## src/rtl/sw_debounce.sv

```systemverilog
// sw_debounce: synchronise, debounce and edge-detect N slide-switch inputs.
// Define SW_DEBOUNCE_EVCNT_EN to add per-channel 8-bit rise event counters.
module sw_debounce #(
  parameter int N = 2,
  parameter int DB_CYCLES = 16,
  parameter int SYNC_STAGES = 2
) (
  input  logic         clk,
  input  logic         rst,
  input  logic [N-1:0] sw_in,
  output logic [N-1:0] sw_out,
  output logic [N-1:0] rise,
  output logic [N-1:0] fall,
  output logic         any_chg
`ifdef SW_DEBOUNCE_EVCNT_EN
  ,
  input  logic           evcnt_clr,
  output logic [N*8-1:0] evcnt
`endif
);
  localparam int CW = $clog2(DB_CYCLES + 1);
  localparam logic [CW-1:0] LAST = CW'(DB_CYCLES - 1);
  logic [SYNC_STAGES-1:0][N-1:0] sync_q;
  logic [N-1:0][CW-1:0] cnt_q, cnt_d;
  logic [N-1:0] sync, acc;
  logic [N-1:0] sw_out_q, sw_out_d, rise_q, rise_d, fall_q, fall_d;
  logic any_chg_q, any_chg_d;
  assign sync = sync_q[SYNC_STAGES-1];
  // a channel accepts its new level on the DB_CYCLES-th consecutive differing sample
  always_comb begin
    acc = '0;
    cnt_d = '0;
    for (int i = 0; i < N; i++) begin
      acc[i] = (sync[i] != sw_out_q[i]) && (cnt_q[i] == LAST);
      cnt_d[i] = (sync[i] != sw_out_q[i] && !acc[i]) ? cnt_q[i] + 1'b1 : '0;
    end
    sw_out_d = sw_out_q ^ acc;
    rise_d = acc & sync;
    fall_d = acc & ~sync;
    any_chg_d = |acc;
  end
  always_ff @(posedge clk or posedge rst) begin
    if (rst) begin
      sync_q <= '0;
      cnt_q <= '0;
      sw_out_q <= '0;
      rise_q <= '0;
      fall_q <= '0;
      any_chg_q <= 1'b0;
    end else begin
      sync_q <= {sync_q[SYNC_STAGES-2:0], sw_in};
      cnt_q <= cnt_d;
      sw_out_q <= sw_out_d;
      rise_q <= rise_d;
      fall_q <= fall_d;
      any_chg_q <= any_chg_d;
    end
  end
  assign sw_out = sw_out_q;
  assign rise = rise_q;
  assign fall = fall_q;
  assign any_chg = any_chg_q;
`ifdef SW_DEBOUNCE_EVCNT_EN
  logic [N-1:0][7:0] evcnt_q, evcnt_d;
  // counting the visible rise pulse lets a coincident clear keep that event
  always_comb begin
    evcnt_d = '0;
    for (int i = 0; i < N; i++)
      evcnt_d[i] = (evcnt_clr ? 8'd0 : evcnt_q[i]) + {7'd0, rise_q[i]};
  end
  always_ff @(posedge clk or posedge rst) begin
    if (rst) evcnt_q <= '0;
    else evcnt_q <= evcnt_d;
  end
  assign evcnt = evcnt_q;
`endif
endmodule

```

## config.mk

```make
export PLATFORM = sky130hd
export DESIGN_NAME = sw_debounce
export DESIGN_NICKNAME = d
export VERILOG_FILES = /design/src/rtl/sw_debounce.sv
export SDC_FILE = /design/constraint.sdc
export NUM_CORES = 1
export LEC_CHECK = 0
export ABC_AREA = 1
export CORE_MARGIN = 2
export CORE_UTILIZATION = 55
export DETAILED_ROUTE_END_ITERATION = 7
export PLACE_DENSITY_LB_ADDON = 0.3
export RECOVER_POWER = 25
export SYNTH_ARGS = -nofsm -noshare
export SYNTH_HDL_FRONTEND = slang
export SYNTH_SLANG_ARGS = --single-unit
```

## constraint.sdc

```tcl
create_clock -name clk -period 3.7 [get_ports clk]
set_input_delay 0.74 -clock clk [delete_from_list [all_inputs] [get_ports clk]]
set_output_delay 0.74 -clock clk [all_outputs]
set_load 0.1 [all_outputs]
```

# Word-level counts from Yosys, hierarchy flattened
# Cells that the tools add are included.
# classes
n_addsub,2
multipliers,0
n_div,0
magnitude_cmp,0
eq_ne,4
shift,0
n_mux,2
n_bitwise,4
reduce_logical,7
# op_table
operator,n
$add 5x1->5 const B,2
$eq 5x4->1 const B,2
$mux 5,2
$and 2x2->2,2
$logic_and 1x1->1,4
$logic_not 1->1,2
$ne 1x1->1,2
$not 2->2,1
$reduce_or 2->1,1
$xor 2x2->2,1
# word_totals
register_bits,21
latch_bits,0
ram_bits,0
rom_bits,0
in_bits,4
out_inout_bits,7
elab_cells,27
memories,0

# Longest topological paths before layout
# logic_depth
depth_word,5
ltp_mapped,7
ltp_nobuf,7

# Worst setup path after synthesis
# OpenSTA, ideal clock, no wires.
# synth_timing
path_kind,register to output
from,register with a tool-made name
to,output sw_out[0]
arrival_time_ns,0.927
slack_ns,2.033
path_stages_with_launch,1
cell_sequence,dfrtp_1
# synth_lines
element,line,rtl
"end, declared",11,"output logic [N-1:0] sw_out,"

==> impl_summary.md <==
Outcome
The run finished with clean final reports.

Setup path
The delay contributed by the slowest stage of the critical path is 1140 ps. The number of buffers and inverters on the critical path is 1. The largest individual stage delay along the critical path comes from the cell sky130_fd_sc_hd__clkdlybuf4s50_1. The critical path endpoint category is a primary output. The sort of element at the start of the critical path is a register. The depth of the most critical reg-to-reg path is 7.

The classification of the worst setup path is register to primary output. In this design, the largest share of critical-path delay is due to buffers and inverters. Along the worst path, the maximum fanout reaches 4. The beginning of the worst register-to-register path is cnt_q[5]. The data arrival time of the worst path is 1850 ps.

At the worst endpoint, the required time is 2960 ps. The flop-to-flop setup slack is 2280 ps. The end of the worst register-to-register path is cnt_q[9]. The signal on the critical path passes through clkdlybuf4s50_1.

CTS
The TritonCTS clock tree is done. The maximum level of the CTS H-tree is 1. Buffers inserted during clock tree synthesis total 3. The number of sinks driven by the clock tree is 21. The longest clock path from root to sink contains 2 buffers. The clock latency at the later pin of the worst-skew pair is 300 ps.

Once the clock tree was built, the setup fixing pass inserted 0 buffers. The master cell of the clock root buffer is sky130_fd_sc_hd__clkbuf_4. The post-cts gate resize count is 0. After clock tree synthesis, the clock-pin slew on the worst setup and hold paths is 110 ps. The quantity of hold-fixing buffers added after cts is 0.

Synth
The post-synthesis register bit count is 21. Sorting the synthesized cells by area gives the leading types as sky130_fd_sc_hd__dfrtp_1 63%, sky130_fd_sc_hd__nand2_1 6.8%, sky130_fd_sc_hd__nor2_1 6.3%. The adder-cell area share of the yosys netlist is 6.024%. Of the post-synthesis cell area, the part taken by muxes is 0%. The net count after synthesis is 89. The share of the synthesized area in compound gates (AO/OA/AOI/OAI) is 1.205%.

The number of warnings issued by yosys is 0. Counting distinct cell types in the post-synthesis netlist gives 12. The post-synthesis instance area is 830.8 um^2.

The number of standard cells after synthesis is 81. The largest area contributor in the synthesized netlist is sky130_fd_sc_hd__dfrtp_1. The area fraction in and, or, nand and nor cells after synthesis is 21.54%. After Yosys synthesis, XOR and XNOR cells account for 2.108% of the synthesized area. The synthesized area divided by synthesized cell count is 10.26 um^2.

For this run, the register share of the synthesized area comes to 63.25%. After synthesis, the largest area contributor takes up 63.25% of total cell area. After synthesis, the largest family of logic cells by area is simple AND/OR/NAND/NOR gates.

Placement
The wire-length estimate of the detail-placed layout is 893.5 um. Buffers placed on the I/O ports in this run total 10. The placer's final routability congestion estimate is 0.7419.

Die
The floorplan has 14 rows. The floorplan die height is 42.87 um. The die covers 0.001837 mm^2.

The area inside the core boundary is 0.001454 mm^2. Once the floorplan was initialized, standard cells occupied 57.14% of the core. The I/O pin count is 11. The floorplan die width is 42.87 um.

Route
The via total after detailed routing is 533. The pre-antenna-repair detailed-routing pass consisted of 3 iterations. In the routed design, unresolved DRC markers number 0. The final layout contains routed wiring with a total length of 1195 um. In the routed layout, each cell is associated on average with a via count of 4.802. The first routing iteration left 10 violations. The remaining number of nets flagged by the antenna check after routing is 0.

The detail-routed net length per standard cell is 10.77 um.

STA
The worst clock skew is 6.706 ps. Setup repair after global routing left no endpoint under its margin. The final hold slack is 359.9 ps. The maximum clock frequency is 386.6 MHz. The setup TNS after final layout is 0 ps.

Setup violations remaining at the end of the flow were counted as 0. The number of hold-slack violations in the final timing report was 0. The headroom to the max-slew limit is 35.09%. The worst path uses 69.91% of the clock period.

The count of pins over their slew limit came to 0. At the pin with the least slew margin, the transition time is 970.6 ps. The final critical-path required period is 2587 ps.

Power
The proportion of power drawn by the clock network is 28.8%. The combinational fraction of design power is 5.8%. The leakage power summed over all cells is 0.4728 nW. The sequential share of power is 65.4%.

Of the total power, the share spent switching nets is 22.69%. Summed over all nets, the switching power comes to 0.00008447 W. Total power for the finished layout comes to 0.0003722 W. Dividing total power by cell area gives a power density of 383.9 mW/mm^2.

Cell internal power was estimated by the tool at 0.0002878 W. The largest vdd supply drop is 0.3011 mV.

Finish
The register area is 525.5 um^2. After filler insertion, the fill cell instance count of the layout stands at 110. Leaving out fill and tap cells, the most frequent cell in the layout is sky130_fd_sc_hd__dfrtp_1. The number of nets in the final layout is 104. The library cells used most frequently in the layout, excluding fill and tap cells, are 21 x sky130_fd_sc_hd__dfrtp_1, 16 x sky130_fd_sc_hd__nand2_1, 14 x sky130_fd_sc_hd__nor2_1. The final core utilization is 66.70%. In the final layout, the multi-input gates occupy 249.0 um^2. 0 antenna diodes ended up in the layout. The fraction of final layout cells sized beyond drive strength 1 is 8.421%. The area overhead of the layout relative to synthesis is 16.72%.

Min path
The worst hold path was traced through 0 stages. The critical hold path startpoint is sync_q[1]. The worst hold path terminates at sync[1].

In this run the worst hold path is classified as register to register.

GRT
The wire length of the first global-routing pass is 2118 um. The initial antenna violation count came to 0. Across every metal layer, demand over resource in global routing totals 17.06%.

The via count of the first global-routing pass is 554. The overflow left after global routing is 0. The maximum number of pins on one net before global-route repair is 22.

Flow run
The number of maximum-capacitance constraint violations is 0.
==> final cells by class <==
type                    instances  share of cell area (%)
well taps                      16                   2.065
repair buffers                 10                   10.32
clock buffers                   4                   2.710
inverters                      13                   5.032
multi-input cells              47                   25.68
flip-flops and latches         21                   54.19
==> metrics by stage <==
stage / cells / setup WS [ps] / cell area, um^2
floorplan: 81 / 2033 / 830.8
global placement: 107 / 1470 / 950.9
detailed placement: 107 / 1453 / 950.9
CTS: 111 / 1094 / 977.2
global route: 111 / 1056 / 969.7
finish: 111 / 1113 / 969.7
==> cell usage after synthesis <==
| master | number |
|---|---|
| sky130_fd_sc_hd__xnor2_1 | 2 |
| sky130_fd_sc_hd__nand2_2 | 2 |
| sky130_fd_sc_hd__nor2_1 | 14 |
| sky130_fd_sc_hd__inv_1 | 13 |
| sky130_fd_sc_hd__ha_1 | 4 |
| sky130_fd_sc_hd__nor2_2 | 2 |
| sky130_fd_sc_hd__nand2_4 | 2 |
| sky130_fd_sc_hd__nand2_1 | 15 |
| sky130_fd_sc_hd__o21ai_0 | 2 |
| sky130_fd_sc_hd__nand4_1 | 2 |
| sky130_fd_sc_hd__dfrtp_1 | 21 |
| sky130_fd_sc_hd__nand3_1 | 2 |
==> worst max path at each step <==
| stage | end | start | depth (start not counted) |
|---|---|---|---|
| final | sw_out[0] | register | 1 |
| after global routing | sw_out[0] | register | 1 |
| after CTS | sw_out[0] | register | 1 |
| after detailed placement | sw_out[0] | register | 1 |
| after global placement | sw_out[1] | register | 1 |
| after floorplan | sw_out[0] | register | 0 |
==> sequential cells by signal, summed over array words and instances, names as in the netlist, named ones only <==
| signal | cells |
|---|---|
| sync_q | 2 |
| rise | 2 |
| fall | 2 |
| sync | 2 |
| cnt_q | 10 |
| any_chg | 1 |
==> routing by layer <==
metal	track usage [%]	vias to the layer above	wire (um)
met5	0	-	0
met4	15.00	0	34
met3	3.830	4	48
met2	30.61	11	583
met1	15.58	246	529
li1	-	272	-
==> cells by family after synthesis <==
kind of cell,count (synthesis)
DFF,21
and+or+nand+nor,39
adders and majority gates,4
xor gates and xnor gates,2
AOI/OAI and AO/OA,2
buffers and inverters,13
==> power groups by stage <==
| stage | registers [W] | clock network, W | logic [W] |
|---|---|---|---|
| floorplan | 0.000246 | 0 | 0.0000164 |
| global placement | 0.000247 | 0 | 0.0000221 |
| detailed placement | 0.000248 | 0 | 0.0000229 |
| CTS | 0.000243 | 0.000113 | 0.0000229 |
| global route | 0.000245 | 0.000123 | 0.0000258 |
| finish | 0.000243 | 0.000107 | 0.0000215 |
Power figures use the tool's default switching activity.
